<file path="config.mk">
export PLATFORM = sky130hd
export DESIGN_NAME = cordic_chan_sched
export DESIGN_NICKNAME = d
export VERILOG_FILES = /design/src/rtl/cordic_chan_sched.sv
export SDC_FILE = /design/constraint.sdc
export NUM_CORES = 1
export LEC_CHECK = 0
export CAP_MARGIN = 15
export CORE_MARGIN = 4
export CORE_UTILIZATION = 51
export CTS_CLUSTER_DIAMETER = 30
export DETAILED_ROUTE_END_ITERATION = 16
export GPL_TIMING_DRIVEN = 0
export PLACE_DENSITY = 0.84
export SLEW_MARGIN = 20
export SYNTH_ARGS = -nofsm -noshare
export SYNTH_HDL_FRONTEND = slang
export SYNTH_SLANG_ARGS = --single-unit
</file>
<file path="constraint.sdc">
create_clock -name i_clk -period 9.5 [get_ports i_clk]
set_input_delay 2.85 -clock i_clk [delete_from_list [all_inputs] [get_ports i_clk]]
set_output_delay 2.85 -clock i_clk [all_outputs]
set_load 0.01 [all_outputs]
</file>
<file path="src/rtl/cordic_chan_sched.sv">
// cordic_chan_sched
//   Round-robin scheduler sharing one fully pipelined CORDIC among NCH
//   requesters. One phase request is accepted per enabled cycle, launched
//   through a registered phase, tracked by a tag/valid shift register of
//   LAT+1 stages, and returned to the originating channel's output register.
//
// Ports
//   i_clk, i_reset   clock, synchronous active-high reset
//   i_en             global enable; low freezes scheduler and CORDIC
//   i_req_valid      per-channel request valid
//   i_req_phase      per-channel phase, channel k at [k*PW +: PW]
//   o_req_ready      one-hot grant (combinational)
//   o_cor_ce         CORDIC clock enable (equals i_en)
//   o_cor_phase      registered phase to the CORDIC
//   i_cor_x/i_cor_y  rounded CORDIC outputs
//   o_valid          one-cycle per-channel result strobe
//   o_x/o_y          per-channel result registers, channel k at [k*OW +: OW]
//   o_inflight       launches not yet returned
module cordic_chan_sched #(
  parameter int NCH = 4,
  parameter int PW  = 16,
  parameter int OW  = 12,
  parameter int LAT = 18
) (
  input  logic                        i_clk,
  input  logic                        i_reset,
  input  logic                        i_en,
  input  logic [NCH-1:0]              i_req_valid,
  input  logic [NCH*PW-1:0]           i_req_phase,
  output logic [NCH-1:0]              o_req_ready,
  output logic                        o_cor_ce,
  output logic [PW-1:0]               o_cor_phase,
  input  logic [OW-1:0]               i_cor_x,
  input  logic [OW-1:0]               i_cor_y,
  output logic [NCH-1:0]              o_valid,
  output logic [NCH*OW-1:0]           o_x,
  output logic [NCH*OW-1:0]           o_y,
  output logic [$clog2(LAT+2)-1:0]    o_inflight
);

  localparam int TW = $clog2(NCH);
  localparam int IW = $clog2(LAT + 2);

  logic [TW-1:0]     ptr_q, ptr_d;
  logic [PW-1:0]     phase_q, phase_d;
  logic [LAT:0]      vld_q, vld_d;
  logic [TW-1:0]     tag_q [LAT+1];
  logic [TW-1:0]     tag_d [LAT+1];
  logic [NCH-1:0]    ovalid_q, ovalid_d;
  logic [NCH*OW-1:0] x_q, x_d, y_q, y_d;
  logic [IW-1:0]     infl_q, infl_d;

  logic [NCH-1:0]    grant;
  logic [TW-1:0]     gidx;
  logic              xfer;
  logic              ret;
  logic [TW:0]       cand;

  // Rotating-priority search: candidate = (ptr + i) mod NCH, first valid wins.
  always_comb begin
    grant = '0;
    gidx  = '0;
    xfer  = 1'b0;
    cand  = '0;
    if (i_en && !i_reset) begin
      for (int unsigned i = 0; i < NCH; i++) begin
        cand = {1'b0, ptr_q} + (TW+1)'(i);
        if (cand >= (TW+1)'(NCH)) begin
          cand = cand - (TW+1)'(NCH);
        end
        if (!xfer && i_req_valid[cand[TW-1:0]]) begin
          xfer = 1'b1;
          gidx = cand[TW-1:0];
        end
      end
    end
    if (xfer) begin
      grant = NCH'(1) << gidx;
    end
  end

  always_comb begin
    ptr_d    = ptr_q;
    phase_d  = phase_q;
    vld_d    = vld_q;
    tag_d    = tag_q;
    ovalid_d = ovalid_q;
    x_d      = x_q;
    y_d      = y_q;
    infl_d   = infl_q;
    ret      = 1'b0;
    if (i_en) begin
      ret      = vld_q[LAT];
      vld_d    = {vld_q[LAT-1:0], xfer};
      tag_d[0] = gidx;
      for (int unsigned i = 1; i <= LAT; i++) begin
        tag_d[i] = tag_q[i-1];
      end
      ovalid_d = '0;
      if (xfer) begin
        phase_d = i_req_phase[gidx*PW +: PW];
        ptr_d   = (gidx == TW'(NCH - 1)) ? '0 : gidx + 1'b1;
      end
      if (ret) begin
        ovalid_d[tag_q[LAT]]        = 1'b1;
        x_d[tag_q[LAT]*OW +: OW]    = i_cor_x;
        y_d[tag_q[LAT]*OW +: OW]    = i_cor_y;
      end
      if (xfer && !ret) begin
        infl_d = infl_q + 1'b1;
      end else if (!xfer && ret) begin
        infl_d = infl_q - 1'b1;
      end
    end
  end

  always_ff @(posedge i_clk) begin
    if (i_reset) begin
      ptr_q    <= '0;
      phase_q  <= '0;
      vld_q    <= '0;
      ovalid_q <= '0;
      x_q      <= '0;
      y_q      <= '0;
      infl_q   <= '0;
    end else begin
      ptr_q    <= ptr_d;
      phase_q  <= phase_d;
      vld_q    <= vld_d;
      ovalid_q <= ovalid_d;
      x_q      <= x_d;
      y_q      <= y_d;
      infl_q   <= infl_d;
    end
  end

  // Tags are qualified by vld_q, so they need no reset.
  always_ff @(posedge i_clk) begin
    tag_q <= tag_d;
  end

  assign o_req_ready = grant;
  assign o_cor_ce    = i_en;
  assign o_cor_phase = phase_q;
  // The strobe register freezes while disabled; masking it here makes a
  // pending strobe appear on the next enabled cycle instead of being lost.
  assign o_valid     = i_en ? ovalid_q : '0;
  assign o_x         = x_q;
  assign o_y         = y_q;
  assign o_inflight  = infl_q;

endmodule

</file>
======== Yosys cells after proc, flatten, opt, wreduce, memory -nomap -nowiden ========
Cells that the tools add are included.
word-level totals
  register bits after elaboration ......... 180
  latch bits .............................. 0
  bits in writable memories ............... 0
  ROM bits ................................ 0
  input port bits ......................... 95
  output and inout bits ................... 126
  logic and storage cells ................. 110
  memories ................................ 0
cells by class
  $add $sub $neg .......................... 11
  multiply operators ...................... 1
  div/mod/pow operators ................... 0
  $lt $le $gt $ge ......................... 10
  equal/unequal tests ..................... 1
  shift-type cells ........................ 5
  multiplexer cells ....................... 39
  bitwise logic cells ..................... 0
  reduce and logical (&&, ||, !) cells .... 17
operators with widths
  operator                                                            count
  bitwise mux 48 bit                                                  2
  variable part select 12 x 34 -> 48 bit                              2
  variable part select 64 x 7 -> 16 bit                               1
  variable shift 12 x 34 -> 48 bit (first input constant)             1
  negation 6 -> 34 bit                                                1
  2-to-1 mux 2 bit                                                    14
  less-than comparator 2 x 3 -> 1 bit (second input constant)         5
  2-to-1 mux 1 bit                                                    13
  2-to-1 mux 4 bit                                                    3
  2-to-1 mux 5 bit                                                    2
  greater-or-equal comparator 3 bit (second input constant)           3
  binary-select mux 1 bit (select 2 bit)                              4
  subtractor 2 x 1 -> 2 bit (second input constant)                   4
  logical AND 1 bit                                                   7
  adder 2 x 2 -> 3 bit (second input constant)                        2
  logical NOT 1 bit                                                   6
  AND reduction 2 bit                                                 3
  adder 5 x 1 -> 5 bit (second input constant)                        1
  subtractor 5 x 1 -> 5 bit (second input constant)                   1
  multiplier 2 x 2 -> 4 bit (second input constant)                   1
  left shift 1 x 2 -> 4 bit (first input constant)                    1
  adder 2 x 1 -> 3 bit (second input constant)                        1
  greater-or-equal comparator 2 x 3 -> 1 bit (second input constant)  1
  adder 2 x 1 -> 2 bit (second input constant)                        1
  other kinds (4)                                                     4

======== Logic depth before layout (Yosys ltp) ========
  depth in word-level cells ............... 23
  mapped depth ............................ 13
  gate-level depth less buffers ........... 12

======== Worst setup path before layout ========
OpenSTA, ideal clock, no wires.
  path type ............................... input -> output
  start ................................... in i_req_valid[0]
  end ..................................... out o_req_ready[3]
  arrival ................................. 4.364 ns
  required time ........................... 6.650 ns
  setup slack ............................. 2.286 ns
  cell stages on the path ................. 8
  buffers on the path ..................... 2
  cell sequence ........................... nor2b_1 > or4b_4 > buf_6 > a21bo_1 > buf_6 > inv_1 > ha_1 > and3_1
between the ends
  word-level cells in the longest chain between the ends .. 18
  elaborated cells between the ends (all ways) .. 29
  classes of those cells .................. shift (1); mux (22); reduce/logical (6)
RTL lines
  element                                 RTL line  source
  start: declaration                      28        input logic [NCH-1:0] i_req_valid,
  binary-select mux 1 bit (select 2 bit)  71        if (!xfer && i_req_valid[cand[TW-1:0]]) begin
  2-to-1 mux 1 bit (implied by the code)  71
  2-to-1 mux 1 bit                        71
  2-to-1 mux 1 bit                        65        if (i_en && !i_reset) begin
  logical NOT 1 bit                       71
  logical AND 1 bit                       71
  2-to-1 mux 1 bit                        71
  2-to-1 mux 1 bit                        65
  [... 3 more ...]                        --
  2-to-1 mux 1 bit                        65
  logical NOT 1 bit                       71
  logical AND 1 bit                       71
  2-to-1 mux 2 bit *                      71
  2-to-1 mux 2 bit *                      65
  via gidx[0]                             54        logic [TW-1:0] gidx;
  left shift 1 x 2 -> 4 bit *             78        grant = NCH'(1) << gidx;
  2-to-1 mux 4 bit *                      77        if (xfer) begin
  end: declaration                        30        output logic [NCH-1:0] o_req_ready,
Mark *: on every way through the listed nets, which the timed path passes. The rest lies on a longest branch. The select of a mux whose other input is x is not followed.

======== Worst setup path after layout ========
  start ................................... in i_req_valid[2]
  end ..................................... out o_req_ready[3]
Same word-level chain as after synthesis.

==> reports/qor.yml <==
status: "finished, final reports clean"
rsz0062_at_grt: "false"
grt_pass1_vias: 6815
die-area_mm2: 0.0169
wl_per_cell_um: 20.2
holdBufCountCts: 0
ys_async_sr_fraction_pct: 0
fmax_mhz: 118
report.final.slew_viol_count: 0
wirelength_um: 23700
worstSetupEndpointType: "output pin"
setup_slack_ns: 1.05
period_minus_slack_ns: 8.45
n_fill_cell: 1068
max_stage_delay_ns: 0.50
cts-root-buf: "clkbuf_16"
required_ns: 6.65
start_util_pct: 52.2
fin_cells: 1176
r2r_end: "o_x[24]"
die_x_um: 130
final_common_cell: "clkdlybuf4s50_1"
r2r_start: "tag_q[0]"
io_pins: 221
critPathArrivalTime_ns: 5.60
ir_worst_vdd_mv: 0.133
drtIter0Drc: 640
placed_cell_area_mm2: 0.0100
min_path_type: "flip-flop to flip-flop"
r2r_cells: 7
diodes: 0
layout_common_cells: "clkdlybuf4s50_1, dfxtp_1, nor2_1, a22oi_1, edfxtp_1"
syn-num-nets: 849
yosys_warnings: 0
grt_max_degree: 38
syn_avg_cell_area_um2: 10.3
dp_hpwl_um: 18000
num_vias: 6946
core_mm2: 0.0145
gp_congestion: 0.955
seq_area_frac_synth_pct: 52.5
tightest_slew_ns: 0.978
cts_setup_buffers: 0
rrSetupSlack_ns: 6.58
path_cells: "clkdlybuf4s50_1 > nor2b_1 > a211o_1 > nand3_1 > clkbuf_1 > inv_1 > ha_1 > and3_1 > clkdlybuf4s50_1"
crit_fanout: 11
vias_per_cell: 5.91
setup_viol: 0
synth_top_area_cell: "dfxtp_1"
synthDistinctLibCells: 47
crit_top_cell: "clkdlybuf4s50_1"
p_per_area_mw_per_mm2: 165
antenna_found_initial: 0
fin_tns_setup_ns: 0
clock_skew_ns: 0.00848
synth.area.top_cells: "dfxtp_1, edfxtp_1, a22oi_1, nor2_1, mux2i_1"
cts_tree: "done"
relSlewSlack_pct: 34.3
clkTransAtPathRegs_ns: 0.06
port_buffers: 219
fp-row-count: 44
hold_path_end: "tag_q[26]"
areaGrowthSynthToFinish_pct: 40.5
die_y_um: 130
ant_nets: 0
place_ws_ns: 1.06
dr.pass1.iters: 5
synth_cells: 740
drv_cap: 0
synth_edf_count: 38
synth-main-ff-cell: "dfxtp_1"
critPathLaunch: "i_req_valid[2]"
cp-start-kind: "primary input"
cts_buffers: 17
final_nets: 1088
dp_cells: 1144
power_leakage_nw: 4.00
design_area_mm2: 0.0107
grt_overflow: 0
drive_above_1_share_pct: 8.06
grt_pass1_wl_um: 35700
min_from: "tag_q[28]"
slowest_stage: "clkdlybuf4s50_1"
drc: 0
hold_depth: 0
syn_area_mm2: 0.00759
path_class: "primary input to output pin"
grt.total_usage_pct: 27.6
htreeDepth: 4
hold_violations: 0
synth_top_area_share_pct: 37.4
cts_resized: 0
clock_latency_ns: 0.43
ys_seq_elements: 180
cts.sinks: 180
post-route-period-util_pct: 89.0
cts_buffer_depth: 2
-- worst max path at each step --
stage	slack, ns	depth (start not counted)	to
after detailed placement	1.06	9	o_req_ready[3]
after CTS	1.05	9	o_req_ready[3]
after global routing	0.85	10	o_req_ready[3]
after global placement	-0.29	9	o_req_ready[3]
after floorplan	2.29	8	o_req_ready[3]
final	1.05	9	o_req_ready[3]
-- metrics by stage --
step	power [mW]	hold WS, ns	utilization, %
3_3_place_gp	1.03	0.403	68.9
4_1_cts	1.76	0.415	73.4
3_5_place_dp	1.03	0.405	69.0
5_1_grt	1.81	0.415	73.4
2_1_floorplan	0.929	0.400	-
6_report	1.76	0.414	73.4
-- flip-flops by register name, indices dropped and copies added, names as in the netlist --
register and flops:
vld_q 19, tag_q 38, ovalid_q 4, o_x 48, ptr_q 2, o_y 48
o_inflight 5, o_cor_phase 16
-- worst max-delay path: cells and delay by family --
kind                       cells  cell delay, ns
buffers and inverters          4            1.61
adders and majority gates      1            0.23
AOI/OAI and AO/OA              1            0.27
and+or+nand+nor                3            0.65
-- cells by family (layout without fill, tap and decap cells) --
group	after synthesis	in the layout	share of synthesized area, %
AOI/OAI and AO/OA	199	199	20.2
xor gates and xnor gates	6	6	0.692
muxes	34	34	4.60
buffers and inverters	68	320	4.23
and+or+nand+nor	239	239	15.4
adders and majority gates	14	14	2.41
DFF	180	180	52.5
-- layer usage --
metal / wire [um] / vias to the layer above / track usage [%]
li1: - / 3212 / -
met1: 8660 / 3268 / 31.1
met5: 0 / - / 0
met2: 11400 / 394 / 47.6
met3: 2550 / 72 / 8.06
met4: 1080 / 0 / 13.4
-- area by class of cell --
class                   count  area [um2]  share of cell area, %
inverters                   8        30.0                  0.281
repair buffers            220        2210                   20.7
clock inverters            11         134                   1.25
multi-input cells         492        3290                   30.8
well taps                 184         230                   2.16
clock buffers              21         503                   4.71
flip-flops and latches    180        3980                   37.3
plain buffers              60         292                   2.73
-- synthesized netlist by cell type (4+ instances only) --
library cell  count
dfxtp_1         142
nor2_1          138
a22oi_1          93
edfxtp_1         38
clkbuf_1         32
and3_1           31
mux2i_1          27
a211oi_1         26
a22o_1           24
nand2_1          21
buf_2            17
o31ai_1          16
ha_1             13
a21oi_1          12
nand3_1           9
a222oi_1          8
inv_1             8
nor2b_1           8
mux2_2            7
a21o_1            6
and2_1            6
nand2b_1          6
nor3_2            6
buf_6             5
nor3_1            5
o311ai_0          5
xnor2_1           5
buf_1             4
-- power by group --
group	internal (mW)	total [mW]	leakage, nW	switching, mW
clock	0.437	0.741	0.311	0.303
combinational	0.0981	0.211	2.17	0.113
sequential	0.800	0.809	1.52	0.00897
Power figures use the tool's default switching activity.
